$ cat src/rtl/alut_age_checker22.sv
// alut_age_checker22 -- ALUT22 age checker.
//   Answers single-cycle in-date queries from the address checker and, on
//   command 2'b10, sweeps all 256 ALUT22 entries invalidating stale ones.
// Ports:
//   pclk22, p_reset22          clock / synchronous active-high reset
//   command                    2'b10 starts a sweep (ignored unless IDLE)
//   check_age22, last_accessed22  query request and timestamp under test
//   curr_time22, best_bfr_age22   current time, maximum allowed age
//   mem_read_data_age22        ALUT22 read data (one cycle after address)
//   age_confirmed22, age_ok22  query response pulse and result
//   mem_addr_age22, mem_write_age22, mem_write_data_age22  ALUT22 access
//   age_check_active22         sweep in progress
//   lst_inv_addr_cmd22, lst_inv_port_cmd22  last invalidated entry
//   inval_count22, sweep_done22  invalidation count, end-of-sweep pulse
module alut_age_checker22 (
  input  logic        pclk22,
  input  logic        p_reset22,
  input  logic [1:0]  command,
  input  logic        check_age22,
  input  logic [31:0] last_accessed22,
  input  logic [31:0] curr_time22,
  input  logic [31:0] best_bfr_age22,
  input  logic [82:0] mem_read_data_age22,
  output logic        age_confirmed22,
  output logic        age_ok22,
  output logic [7:0]  mem_addr_age22,
  output logic        mem_write_age22,
  output logic [82:0] mem_write_data_age22,
  output logic        age_check_active22,
  output logic [47:0] lst_inv_addr_cmd22,
  output logic [1:0]  lst_inv_port_cmd22,
  output logic [8:0]  inval_count22,
  output logic        sweep_done22
);

  typedef enum logic [2:0] {S_IDLE, S_RD, S_EVAL, S_WR, S_DONE} state_t;

  state_t      r_state, w_next;
  logic [7:0]  r_idx;
  logic [81:0] r_data;       // entry captured in EVAL; valid bit not needed
  logic        r_conf, r_ok;
  logic [47:0] r_lst_addr;
  logic [1:0]  r_lst_port;
  logic [8:0]  r_cnt;

  // Modular subtraction handles timer wrap without special cases.
  logic [31:0] w_age_q, w_age_e;
  logic        w_stale, w_last;

  assign w_age_q = curr_time22 - last_accessed22;
  assign w_age_e = curr_time22 - mem_read_data_age22[81:50];
  assign w_stale = mem_read_data_age22[82] && (w_age_e > best_bfr_age22);
  assign w_last  = (r_idx == 8'd255);

  always_comb begin
    w_next = r_state;
    case (r_state)
      S_IDLE: if (command == 2'b10) w_next = S_RD;
      S_RD:   w_next = S_EVAL;
      S_EVAL: begin
        if (w_stale)     w_next = S_WR;
        else if (w_last) w_next = S_DONE;
        else             w_next = S_RD;
      end
      S_WR:   w_next = w_last ? S_DONE : S_RD;
      S_DONE: w_next = S_IDLE;
      default: w_next = S_IDLE;
    endcase
  end

  always_ff @(posedge pclk22) begin
    if (p_reset22) begin
      r_state    <= S_IDLE;
      r_idx      <= '0;
      r_data     <= '0;
      r_conf     <= 1'b0;
      r_ok       <= 1'b0;
      r_lst_addr <= '0;
      r_lst_port <= '0;
      r_cnt      <= '0;
    end else begin
      r_state <= w_next;
      // Query path runs regardless of sweep state.
      r_conf  <= check_age22;
      r_ok    <= check_age22 && (w_age_q <= best_bfr_age22);
      case (r_state)
        S_IDLE: if (command == 2'b10) begin
          r_idx <= '0;
          r_cnt <= '0;
        end
        S_EVAL: begin
          r_data <= mem_read_data_age22[81:0];
          if (!w_stale && !w_last) r_idx <= r_idx + 8'd1;
        end
        S_WR: begin
          r_lst_addr <= r_data[47:0];
          r_lst_port <= r_data[49:48];
          r_cnt      <= r_cnt + 9'd1;
          if (!w_last) r_idx <= r_idx + 8'd1;
        end
        default: ;
      endcase
    end
  end

  always_comb begin
    mem_addr_age22       = '0;
    mem_write_age22      = 1'b0;
    mem_write_data_age22 = '0;
    case (r_state)
      S_RD, S_EVAL: mem_addr_age22 = r_idx;
      S_WR: begin
        mem_addr_age22       = r_idx;
        mem_write_age22      = 1'b1;
        mem_write_data_age22 = {1'b0, r_data};  // clear valid only
      end
      default: ;
    endcase
  end

  assign age_confirmed22    = r_conf;
  assign age_ok22           = r_ok;
  assign age_check_active22 = (r_state != S_IDLE);
  assign sweep_done22       = (r_state == S_DONE);
  assign lst_inv_addr_cmd22 = r_lst_addr;
  assign lst_inv_port_cmd22 = r_lst_port;
  assign inval_count22      = r_cnt;

endmodule

$ cat config.mk
export PLATFORM = sky130hd
export DESIGN_NAME = alut_age_checker22
export DESIGN_NICKNAME = d
export VERILOG_FILES = /design/src/rtl/alut_age_checker22.sv
export SDC_FILE = /design/constraint.sdc
export NUM_CORES = 1
export LEC_CHECK = 0
export BUFFER_PORTS_ARGS = -buffer_cell sky130_fd_sc_hd__buf_2
export CAP_MARGIN = 20
export CORE_MARGIN = 2
export CORE_UTILIZATION = 42
export CTS_CLUSTER_DIAMETER = 30
export DETAILED_ROUTE_END_ITERATION = 16
export PLACE_DENSITY = 0.67
export SYNTH_ARGS = -nofsm -noshare
export SYNTH_HDL_FRONTEND = slang
export SYNTH_SLANG_ARGS = --single-unit
$ cat constraint.sdc
create_clock -name pclk22 -period 9.35 [get_ports pclk22]
set_clock_uncertainty 0.15 [all_clocks]
set_input_delay 1.87 -clock pclk22 [delete_from_list [all_inputs] [get_ports pclk22]]
set_output_delay 1.87 -clock pclk22 [all_outputs]
set_load 0.005 [all_outputs]
==> metrics.txt <==
number of global-route vias before repair=between 10000 and 15000; Total Wirelength=between 30 and 40 mm; crit end category=register; WP depth=22; CTS tree=done; reg2reg path depth=9; relative slew slack=about 31%; largest net degree at the start of global routing=96; DR vias=between 10000 and 15000; antenna viol nets, final=0; Starting Density=between 40% and 50%; Hold Vio Cnt, Final=0; area delta synth->final=23.64%; layout cells sized above 1=21.86%; initial antenna violation count=1; async set-reset flop share out of synthesis=0%; Hold-fix buffers, CTS=0; Yosys cell types=64; status=completed; Num CTS Buffers=17; Gate Count Post-Synth=1462; global route total overflow=0; Setup Viol. Count Final=0; setup TNS=0 ps; crit path buf inv count=4; worst-path maximum fanout=14; 1st-iter DRT viols=approximately 810; f_max=around 150 MHz; total die area=between 20000 and 30000 um^2; n_diodes=0; Primary FF master, synth=dfxtp_1; WS Path Type=primary input to register; Cell Area, Synth=approximately 11000 um^2; per-cell routed wire length=about 16 um; critical path required time=roughly 9500 ps; startpoint types=primary input; Hold Path Class=register to register; Worst setup endpoint=r_idx[6]; clock sink count=between 150 and 200; Post-synth EDFFs=0; Max-Cap Viols=0; number of I/O port buffers=~340; Clock Path Buffers=2; DP Worst Slack=2148 ps; dpl hpwl=~25 mm; clock root buffer=clkbuf_16; Slew Limit Fails=0; placed cells=around 2100; FF+latch count, synth=around 150; kind of cell adding the most delay to the critical path=compound AO/OA/AOI/OAI gates; worst slew pin tran=just over 1000 ps; leakage=between 0.007 and 0.008 uW; r2r endpoint=inval_count22[2]; Pwr Total=around 1900 uW; Synth Net Count=approximately 1800; Setup Buffers After CTS=0; fin crit share=between 70% and 80%; Seq/Total Area, Yosys=28.84%; Die X=163.5 um; # IOs=between 300 and 400; crit path DAT=around 7000 ps; Die Y=163.5 um; slowest CP cell=a311oi_4; Post-CTS Resized=0; PnR worst setup slack=2511 ps; worst r2r src=r_state[2]; vias per cell=5.174; Site Rows=58; Synth Warn #=0; number of fillers in the final layout=roughly 2500; Layout Cells excl Fill=2105; total track usage=23.99%; RSZ-0062 raised after global routing=false; maximum VDD drop=~110 uV; First-pass DRT Iterations=5; core area=roughly 25000 um^2; Syn Area/Cell=approximately 7.3 um^2; fin crit period=6839 ps; Layout Nets=between 2000 and 2500; GPL Wtd Cong=between 0.9 and 1; Reg clk slew, reported paths=60 ps; FF-to-FF setup slack=6820 ps; worst-skew pair later-pin latency=about 420 ps; first-pass GRT wire length=about 52 mm; Worst Setup SP=curr_time22[0]; DRC viols=0; PwrDens=146.5 nW/um^2; CP peak stage delay=590 ps; H-tree depth=4; crit-path cells=buf_2, inv_1, ha_1, inv_1, fa_1, a211oi_1, o21ai_1, a21oi_2, a211oi_1, o31ai_2, o21ai_1, a21o_1, a21oi_1, xnor2_1, ha_1, nand4_1, nor4_1, inv_1, o31a_1, a311oi_4, o21ai_1, a32o_1
layer usage:
| layer | routed length (um) | global-route usage [%] | part of all wire (%) | vias up |
|---|---|---|---|---|
| li1 | - | - | - | 5541 |
| met1 | 15210 | 32.17 | 46 | 4974 |
| met2 | 15020 | 39.68 | 46 | 331 |
| met3 | 1883 | 4.012 | 5.7 | 43 |
| met4 | 644 | 6.858 | 2.0 | 2 |
| met5 | 13 | 0 | 0.040 | - |
report_power, final:
part	internal, uW	switching (uW)	total [uW]
logic	223	300	522
registers	676	10.9	687
clock network	406	321	727
total	1300	632	1940
flip-flops by register name, indices dropped and copies added, names as in the netlist:
register,cells
r_idx,8
r_data,82
age_ok22,1
lst_inv_port_cmd22,2
inval_count22,9
age_confirmed22,1
lst_inv_addr_cmd22,48
r_state,3
Yosys cell counts (7+ instances only):
cell / n / share of area, %
a211oi_1: 7 / 0.49
a21o_1: 49 / 3.4
a21oi_1: 206 / 9.6
a31oi_1: 9 / 0.53
and2_1: 15 / 0.88
and3_1: 42 / 2.5
clkbuf_1: 57 / 2.0
dfxtp_1: 154 / 29
ha_1: 128 / 15
inv_1: 162 / 5.7
nand2_1: 316 / 11
nand2b_1: 12 / 0.70
nand3_1: 21 / 0.98
nand4_1: 18 / 1.1
nor2_1: 48 / 1.7
nor2b_1: 16 / 0.94
nor3_1: 16 / 0.75
o21a_1: 17 / 1.2
o21ai_0: 34 / 1.6
xnor2_1: 32 / 2.6
xor2_1: 21 / 1.7
stage by stage:
step,util (%),hold slack (ps),area (um^2)
after floorplan,-,281.9,10690
after global placement,50.22,288.5,12610
after detailed placement,50.22,292.2,12610
after CTS,52.64,302.2,13220
after global routing,52.64,315.7,13220
final,52.64,301.0,13220
placed cells by master (no fill, tap or decap), types with 16 or more instances in the layout:
cell         n
xor2_1      21
a21o_1      49
nand3_1     21
dfxtp_1    154
nand2_1    315
o21a_1      17
and3_1      42
nor2_1      47
inv_1      161
o21ai_0     34
xnor2_1     32
clkbuf_16   17
a21oi_1    206
buf_2      336
nand4_1     18
ha_1       128
nor3_1      16
worst min path at each step:
stage / to / from / cells after the start
after detailed placement: r_data[72] / r_data[72] / 2
after floorplan: r_data[50] / r_data[50] / 2
after global placement: lst_inv_addr_cmd22[2] / lst_inv_addr_cmd22[2] / 2
final: lst_inv_addr_cmd22[3] / lst_inv_addr_cmd22[3] / 2
after CTS: r_data[79] / r_data[79] / 2
after global routing: r_data[74] / r_data[74] / 2
cells by family (layout without fill, tap and decap cells):
family	count (synthesis)	count (layout)	synth area share (%)
simple gates	523	523	21.85
compound gates	373	373	21.20
buf+inv	224	537	7.983
flops	154	154	28.84
fa+ha+maj	130	130	15.36
xor+xnor	53	53	4.343
mux	4	4	0.3863
other cells	1	1	0.03508
cell type report:
type	instances	area, um^2	area share (%)
Sequential cell	154	3083	23.33
Inverter	162	608.1	4.601
Clock buffer	18	429.2	3.247
Timing Repair Buffer	343	1734	13.12
Clock inverter	14	176.4	1.335
Multi-Input combinational cell	1084	6773	51.25
Tap cell	330	412.9	3.124
worst register-to-register path: stages, from the launching register on:
cell and delay [ps]:
dfxtp_1 580, nor2b_2 100, nand2_2 80, buf_4 540
clkinv_1 170, buf_4 340, nand2_1 190, nor2_1 50
a21oi_1 130, nor2_1 50
No activity file was read; power rests on OpenSTA's default activity.
